$ cat config.mk
export PLATFORM = sky130hd
export DESIGN_NAME = cpu_seq_ctrl
export DESIGN_NICKNAME = d
export VERILOG_FILES = /design/src/rtl/cpu_seq_ctrl_pkg.sv /design/src/rtl/cpu_seq_ctrl_perf_counter.sv /design/src/rtl/cpu_seq_ctrl.sv
export SDC_FILE = /design/constraint.sdc
export NUM_CORES = 1
export LEC_CHECK = 0
export CAP_MARGIN = 20
export CORE_MARGIN = 2
export CORE_UTILIZATION = 39
export DETAILED_ROUTE_END_ITERATION = 6
export PLACE_DENSITY = 0.9
export SYNTH_ARGS = -nofsm -noshare
export SYNTH_HDL_FRONTEND = slang
export SYNTH_SLANG_ARGS = --single-unit
$ cat constraint.sdc
create_clock -name clk -period 1.7 [get_ports clk]
set_input_delay 0.17 -clock clk [delete_from_list [all_inputs] [get_ports clk]]
set_output_delay 0.17 -clock clk [all_outputs]
set_load 0.05 [all_outputs]
$ cat src/rtl/cpu_seq_ctrl_pkg.sv
// cpu_seq_ctrl_pkg: RV32I opcodes, ALU operand / writeback select codes,
// sequencer state encoding and the opcode -> select decoder.
package cpu_seq_ctrl_pkg;

    localparam logic [6:0] OPC_LUI    = 7'b0110111;
    localparam logic [6:0] OPC_AUIPC  = 7'b0010111;
    localparam logic [6:0] OPC_JAL    = 7'b1101111;
    localparam logic [6:0] OPC_JALR   = 7'b1100111;
    localparam logic [6:0] OPC_BRANCH = 7'b1100011;
    localparam logic [6:0] OPC_LOAD   = 7'b0000011;
    localparam logic [6:0] OPC_STORE  = 7'b0100011;
    localparam logic [6:0] OPC_OPIMM  = 7'b0010011;
    localparam logic [6:0] OPC_OP     = 7'b0110011;

    localparam logic [1:0] OP_TYPE_NONE = 2'd0;
    localparam logic [1:0] OP_TYPE_REG  = 2'd1;
    localparam logic [1:0] OP_TYPE_IMM  = 2'd2;
    localparam logic [1:0] OP_TYPE_PC   = 2'd3;

    localparam logic [1:0] WB_SEL_ALU = 2'd0;
    localparam logic [1:0] WB_SEL_MEM = 2'd1;
    localparam logic [1:0] WB_SEL_PC4 = 2'd2;

    typedef enum logic [2:0] {
        ST_FETCH, ST_DECODE, ST_EXEC, ST_MEM, ST_WB, ST_TRAP
    } state_t;

    typedef enum logic [3:0] {
        CL_LUI, CL_AUIPC, CL_JAL, CL_JALR, CL_BRANCH,
        CL_LOAD, CL_STORE, CL_OPIMM, CL_OP, CL_ILL
    } iclass_t;

    typedef struct packed {
        iclass_t    cls;
        logic [1:0] op1;
        logic [1:0] op2;
        logic [1:0] wb;
    } dec_t;

    function automatic dec_t decode(input logic [6:0] opc);
        dec_t d;
        d.cls = CL_ILL;
        d.op1 = OP_TYPE_NONE;
        d.op2 = OP_TYPE_NONE;
        d.wb  = WB_SEL_ALU;
        unique case (1'b1)
            opc == OPC_LUI: begin
                d.cls = CL_LUI;
                d.op2 = OP_TYPE_IMM;
            end
            opc == OPC_AUIPC: begin
                d.cls = CL_AUIPC;
                d.op1 = OP_TYPE_PC;
                d.op2 = OP_TYPE_IMM;
            end
            opc == OPC_JAL: begin
                d.cls = CL_JAL;
                d.wb  = WB_SEL_PC4;
            end
            opc == OPC_JALR: begin
                d.cls = CL_JALR;
                d.wb  = WB_SEL_PC4;
            end
            opc == OPC_BRANCH: begin
                d.cls = CL_BRANCH;
                d.op1 = OP_TYPE_REG;
                d.op2 = OP_TYPE_REG;
            end
            opc == OPC_LOAD: begin
                d.cls = CL_LOAD;
                d.op1 = OP_TYPE_REG;
                d.op2 = OP_TYPE_IMM;
                d.wb  = WB_SEL_MEM;
            end
            opc == OPC_STORE: begin
                d.cls = CL_STORE;
                d.op1 = OP_TYPE_REG;
                d.op2 = OP_TYPE_IMM;
            end
            opc == OPC_OPIMM: begin
                d.cls = CL_OPIMM;
                d.op1 = OP_TYPE_REG;
                d.op2 = OP_TYPE_IMM;
            end
            opc == OPC_OP: begin
                d.cls = CL_OP;
                d.op1 = OP_TYPE_REG;
                d.op2 = OP_TYPE_REG;
            end
            default: d.cls = CL_ILL;
        endcase
        return d;
    endfunction

endpackage

$ cat src/rtl/cpu_seq_ctrl_perf_counter.sv
// cpu_seq_ctrl_perf_counter: enable-gated wrapping counter of width W.
// Ports: clk, rst (sync, high), en (count strobe), cnt (value).
// With EN=0 no flops are built and cnt is constant zero.
module cpu_seq_ctrl_perf_counter #(
    parameter int W  = 32,
    parameter bit EN = 1'b1
) (
    input  logic         clk,
    input  logic         rst,
    input  logic         en,
    output logic [W-1:0] cnt
);

    if (EN) begin : g_cnt
        always_ff @(posedge clk) begin
            if (rst)
                cnt <= '0;
            else if (en)
                cnt <= cnt + 1'b1;
        end
    end else begin : g_off
        logic unused;
        assign unused = ^{clk, rst, en};
        assign cnt    = '0;
    end

endmodule

$ cat src/rtl/cpu_seq_ctrl.sv
// cpu_seq_ctrl: multi-cycle RV32I sequencer (FETCH/DECODE/EXEC/MEM/WB/TRAP)
// with imem/dmem req/ack handshakes, operand/wb selects, PC/RF strobes.
// Ports: clk, rst (sync, high), opcode, br_taken, imem_req/ack,
//   dmem_req/we/ack, ir_we, op1_type, op2_type, wb_sel, pc_sel, pc_we,
//   rf_we, trap (sticky), cycle_cnt, instret_cnt.
// Macro PERF_CNT_EN: builds the cycle/instret counters, else tied to 0.
module cpu_seq_ctrl
    import cpu_seq_ctrl_pkg::*;
#(
    parameter int CNT_W       = 32,
    parameter int MEM_TIMEOUT = 0
) (
    input  logic             clk,
    input  logic             rst,
    input  logic [6:0]       opcode,
    input  logic             br_taken,
    output logic             imem_req,
    input  logic             imem_ack,
    output logic             dmem_req,
    output logic             dmem_we,
    input  logic             dmem_ack,
    output logic             ir_we,
    output logic [1:0]       op1_type,
    output logic [1:0]       op2_type,
    output logic [1:0]       wb_sel,
    output logic             pc_sel,
    output logic             pc_we,
    output logic             rf_we,
    output logic             trap,
    output logic [CNT_W-1:0] cycle_cnt,
    output logic [CNT_W-1:0] instret_cnt
);

`ifdef PERF_CNT_EN
    localparam bit PERF_EN = 1'b1;
`else
    localparam bit PERF_EN = 1'b0;
`endif

    localparam int TW = (MEM_TIMEOUT > 1) ? $clog2(MEM_TIMEOUT) : 1;

    state_t  state;
    iclass_t cls;
    dec_t    dec;
    logic [TW-1:0] wait_cnt;
    logic    tmo;

    assign dec = decode(opcode);

    // Last allowed wait cycle of the current handshake.
    assign tmo = (MEM_TIMEOUT != 0) &&
                 (wait_cnt == TW'(MEM_TIMEOUT - 1));

    // IR must load in the very cycle the fetch data is valid, so this
    // strobe is the registered request qualified by ack; reset wins.
    assign ir_we = imem_req & imem_ack & ~rst;

    always_ff @(posedge clk) begin
        if (rst) begin
            state    <= ST_FETCH;
            cls      <= CL_ILL;
            wait_cnt <= '0;
            imem_req <= 1'b0;
            dmem_req <= 1'b0;
            dmem_we  <= 1'b0;
            op1_type <= OP_TYPE_NONE;
            op2_type <= OP_TYPE_NONE;
            wb_sel   <= WB_SEL_ALU;
            pc_sel   <= 1'b0;
            pc_we    <= 1'b0;
            rf_we    <= 1'b0;
            trap     <= 1'b0;
        end else begin
            unique case (state)
                ST_FETCH: begin
                    if (!imem_req) begin
                        // first fetch after reset raises the request
                        imem_req <= 1'b1;
                        wait_cnt <= '0;
                    end else if (imem_ack) begin
                        imem_req <= 1'b0;
                        state    <= ST_DECODE;
                    end else if (tmo) begin
                        imem_req <= 1'b0;
                        trap     <= 1'b1;
                        state    <= ST_TRAP;
                    end else begin
                        wait_cnt <= wait_cnt + 1'b1;
                    end
                end
                ST_DECODE: begin
                    if (dec.cls == CL_ILL) begin
                        trap  <= 1'b1;
                        state <= ST_TRAP;
                    end else begin
                        cls      <= dec.cls;
                        op1_type <= dec.op1;
                        op2_type <= dec.op2;
                        wb_sel   <= dec.wb;
                        state    <= ST_EXEC;
                    end
                end
                ST_EXEC: begin
                    pc_sel <= (cls == CL_JAL) || (cls == CL_JALR) ||
                              ((cls == CL_BRANCH) && br_taken);
                    if (cls == CL_LOAD || cls == CL_STORE) begin
                        dmem_req <= 1'b1;
                        dmem_we  <= (cls == CL_STORE);
                        wait_cnt <= '0;
                        state    <= ST_MEM;
                    end else begin
                        pc_we <= 1'b1;
                        rf_we <= (cls != CL_BRANCH);
                        state <= ST_WB;
                    end
                end
                ST_MEM: begin
                    if (dmem_ack) begin
                        dmem_req <= 1'b0;
                        dmem_we  <= 1'b0;
                        pc_we    <= 1'b1;
                        rf_we    <= (cls == CL_LOAD);
                        state    <= ST_WB;
                    end else if (tmo) begin
                        dmem_req <= 1'b0;
                        dmem_we  <= 1'b0;
                        trap     <= 1'b1;
                        state    <= ST_TRAP;
                    end else begin
                        wait_cnt <= wait_cnt + 1'b1;
                    end
                end
                ST_WB: begin
                    pc_we    <= 1'b0;
                    rf_we    <= 1'b0;
                    imem_req <= 1'b1;
                    wait_cnt <= '0;
                    state    <= ST_FETCH;
                end
                ST_TRAP: begin
                    trap <= 1'b1;
                end
                default: begin
                    trap  <= 1'b1;
                    state <= ST_TRAP;
                end
            endcase
        end
    end

    cpu_seq_ctrl_perf_counter #(
        .W  (CNT_W),
        .EN (PERF_EN)
    ) u_cycle_cnt (
        .clk (clk),
        .rst (rst),
        .en  (1'b1),
        .cnt (cycle_cnt)
    );

    cpu_seq_ctrl_perf_counter #(
        .W  (CNT_W),
        .EN (PERF_EN)
    ) u_instret_cnt (
        .clk (clk),
        .rst (rst),
        .en  (state == ST_WB),
        .cnt (instret_cnt)
    );

endmodule

==> out/qor.yml <==
yosys:
  ys_ff_latch: 20
  avgSynthCellArea_um2: 7.73
  ys_seq_area_frac: 0.245
  synth.distinct_cells: 44
  synthTopCellsByArea: "buf_4, dfxtp_1, a21oi_1"
  synth-edff-count: 0
  synth_top_area_share: 0.294
  synth-async-reset-ratio: 0
  yosysMostFrequentCell: "buf_4"
  syn_area_um2: 1630
  synthTopCellsByCount: "buf_4, a21oi_1, dfxtp_1, nand2_1, nor2_1"
  synth_top_area_cell: "buf_4"
  ys_warn_count: 0
  synth_cells: 211
  synthFlopType: "dfxtp_1"
clocking:
  clock_path_buffers: 2
  clk_latency_ns: 0.26
  cts_tree: "built"
  cts_sinks: 20
  cts.clk_slew.worst_paths_ns: 0.08
  cts_root_buf: "clkbuf_8"
  htreeDepth: 1
  cts-buffers-inserted: 3
pwr:
  p_leak_nw: 0.828
  p_per_area_nw_per_um2: 783
  ir_drop_uv: 311
global_routing:
  antenna_found_initial: 0
  grt_max_degree: 17
  grt_usage: 0.147
  grt_pass1_wl_um: 5340
  overflow: 0
  grt_pass1_vias: 1214
floorplan:
  dieArea_um2: 4720
  die_x_um: 68.7
  die-height_um: 68.7
  rows: 23
  core-area_um2: 4000
  initial_core_util: 0.408
  boundaryPins: 90
critical_path:
  crit_path_start: "opcode[5]"
  rr_endpoint: "wb_sel[1]"
  required_ns: 1.89
  crit_chain: "clkdlybuf4s50_1 > nand2b_4 > a22oi_4 > nand3_4 > buf_4 > or3_1 > a21oi_1"
  cp.arrival_ns: 1.81
  start_kind: "input pin"
  rr_startpoint: "state[1]"
  slowest_stage: "clkdlybuf4s50_1"
  cp_max_fo: 10
  crit_path_end_kind: "register"
  crit_path_max_incr_delay_ns: 0.58
  reg2reg_depth: 5
  crit_type: "in -> reg"
  r2r_setup_slack_ns: 0.16
run_status:
  status: "complete, no violations"
placed_design:
  gp_congestion: 0.893
  dp_hpwl_um: 2520
  numPortBuffers: 25
  place_ws_ns: -0.202
  dp_cells: 300
min_path:
  hold_start: "wb_sel[1]"
  min_path_type: "reg -> reg"
  hold-path-endpoint: "wb_sel[1]"
  hold_path_depth: 2
sta:
  timing.final.max_slew_violations: 0
  hold_viol: 0
  period_share: 0.949
  maxSlewHeadroom: 0.628
  setup_ws_ns: 0.0875
  fin_worst_skew_ns: 0.00552
  tightestPinTransition_ns: 0.543
  max_freq_ghz: 0.620
  final-setup-viol-count: 0
  rsz0062_at_grt: "false"
  min_period_ns: 1.61
  tns_ns: 0
detailed_routing:
  viasPerCell: 4.43
  drt-pass1-iter-count: 4
  dr_total_vias: 1348
  ant_nets: 0
  remaining_drc_errors: 0
  wl_per_cell_um: 10.9
  drt-total-wl_um: 3310
  drt_iter0_drc: 50
layout:
  num_antenna_cells: 0
  synthToLayoutAreaGrowth_pct: 16.8
  stdcell_count: 304
  seq_area_um2: 400
  drive_gt1_frac: 0.181
  fillCellCount: 400
  finish.net_count: 267
  multi_input_area_um2: 923
job:
  maxCapViolations: 0
-- worst max-delay path, delay by kind of cell --
kind                   cells  cell delay (ns)
AND/OR/NAND/NOR            3             0.51
buffers and inverters      2             0.77
AO/OA/AOI/OAI              2             0.36
-- routing by layer --
metal	vias to the layer above	share of wire	global-route usage
li1	675	-	-
met1	618	0.43	0.183
met2	51	0.50	0.254
met3	4	0.056	0.0179
met4	0	0.014	0.0600
met5	-	0	0
-- flip-flops by register name, indices dropped and copies added, names as in the netlist --
signal	cells
cls	4
state	3
op1_type	2
op2_type	2
wb_sel	2
dmem_req	1
dmem_we	1
imem_req	1
pc_sel	1
pc_we	1
rf_we	1
trap	1
-- worst max-delay path by stage --
stage           endpoint  slack, ns  depth (start not counted)
5_1_grt        wb_sel[1]       0.01                          7
3_5_place_dp   wb_sel[1]      -0.20                          7
2_1_floorplan      ir_we       0.09                          2
4_1_cts        wb_sel[1]       0.07                          7
3_3_place_gp   wb_sel[1]      -0.20                          7
6_report       wb_sel[1]       0.09                          7
-- where the power goes --
group,internal [mW],switching (mW)
Sequential,0.478,0.00683
Combinational,0.102,0.426
Clock,0.314,0.166
Total,0.894,0.599
-- layout by cell type, fill, tap and decap left out, types with 4 or more instances in the layout --
cell	instances
a21oi_1	20
nand2_1	20
dfxtp_1	20
inv_1	4
nor2_1	13
conb_1	64
o21ai_0	6
buf_4	32
clkdlybuf4s50_1	16
-- layout make-up --
class / count / share of cell area
flip-flops and latches: 20 / 0.210
clock buffers: 3 / 0.0217
clock inverters: 1 / 0.0158
multi-input cells: 176 / 0.485
inverters: 4 / 0.00788
repair buffers: 50 / 0.227
well taps: 50 / 0.0328
-- stage by stage --
stage                     hold slack [ns]  total power [mW]   util  area (µm²)
after floorplan                     0.260              1.03      -        1870
after global placement              0.438              1.02  0.458        1830
after detailed placement            0.448              1.02  0.458        1830
after CTS                           0.466              1.50  0.476        1900
after global routing                0.480              1.55  0.476        1910
final                               0.455              1.49  0.476        1910
-- cell families after synthesis --
family                 synth area share
multiplexers                     0.0123
flip-flops                        0.245
AO/OA/AOI/OAI                     0.182
XOR/XNOR                         0.0161
buffers and inverters             0.334
other                           0.00230
AND/OR/NAND/NOR                   0.209
-- what timing repair did --
item,CTS,global route
hold buffers,0,0
endpoints found under the setup margin,0,1
buffers inserted,0,0
gates resized for setup,0,1
(Power assumes the default switching activity.)
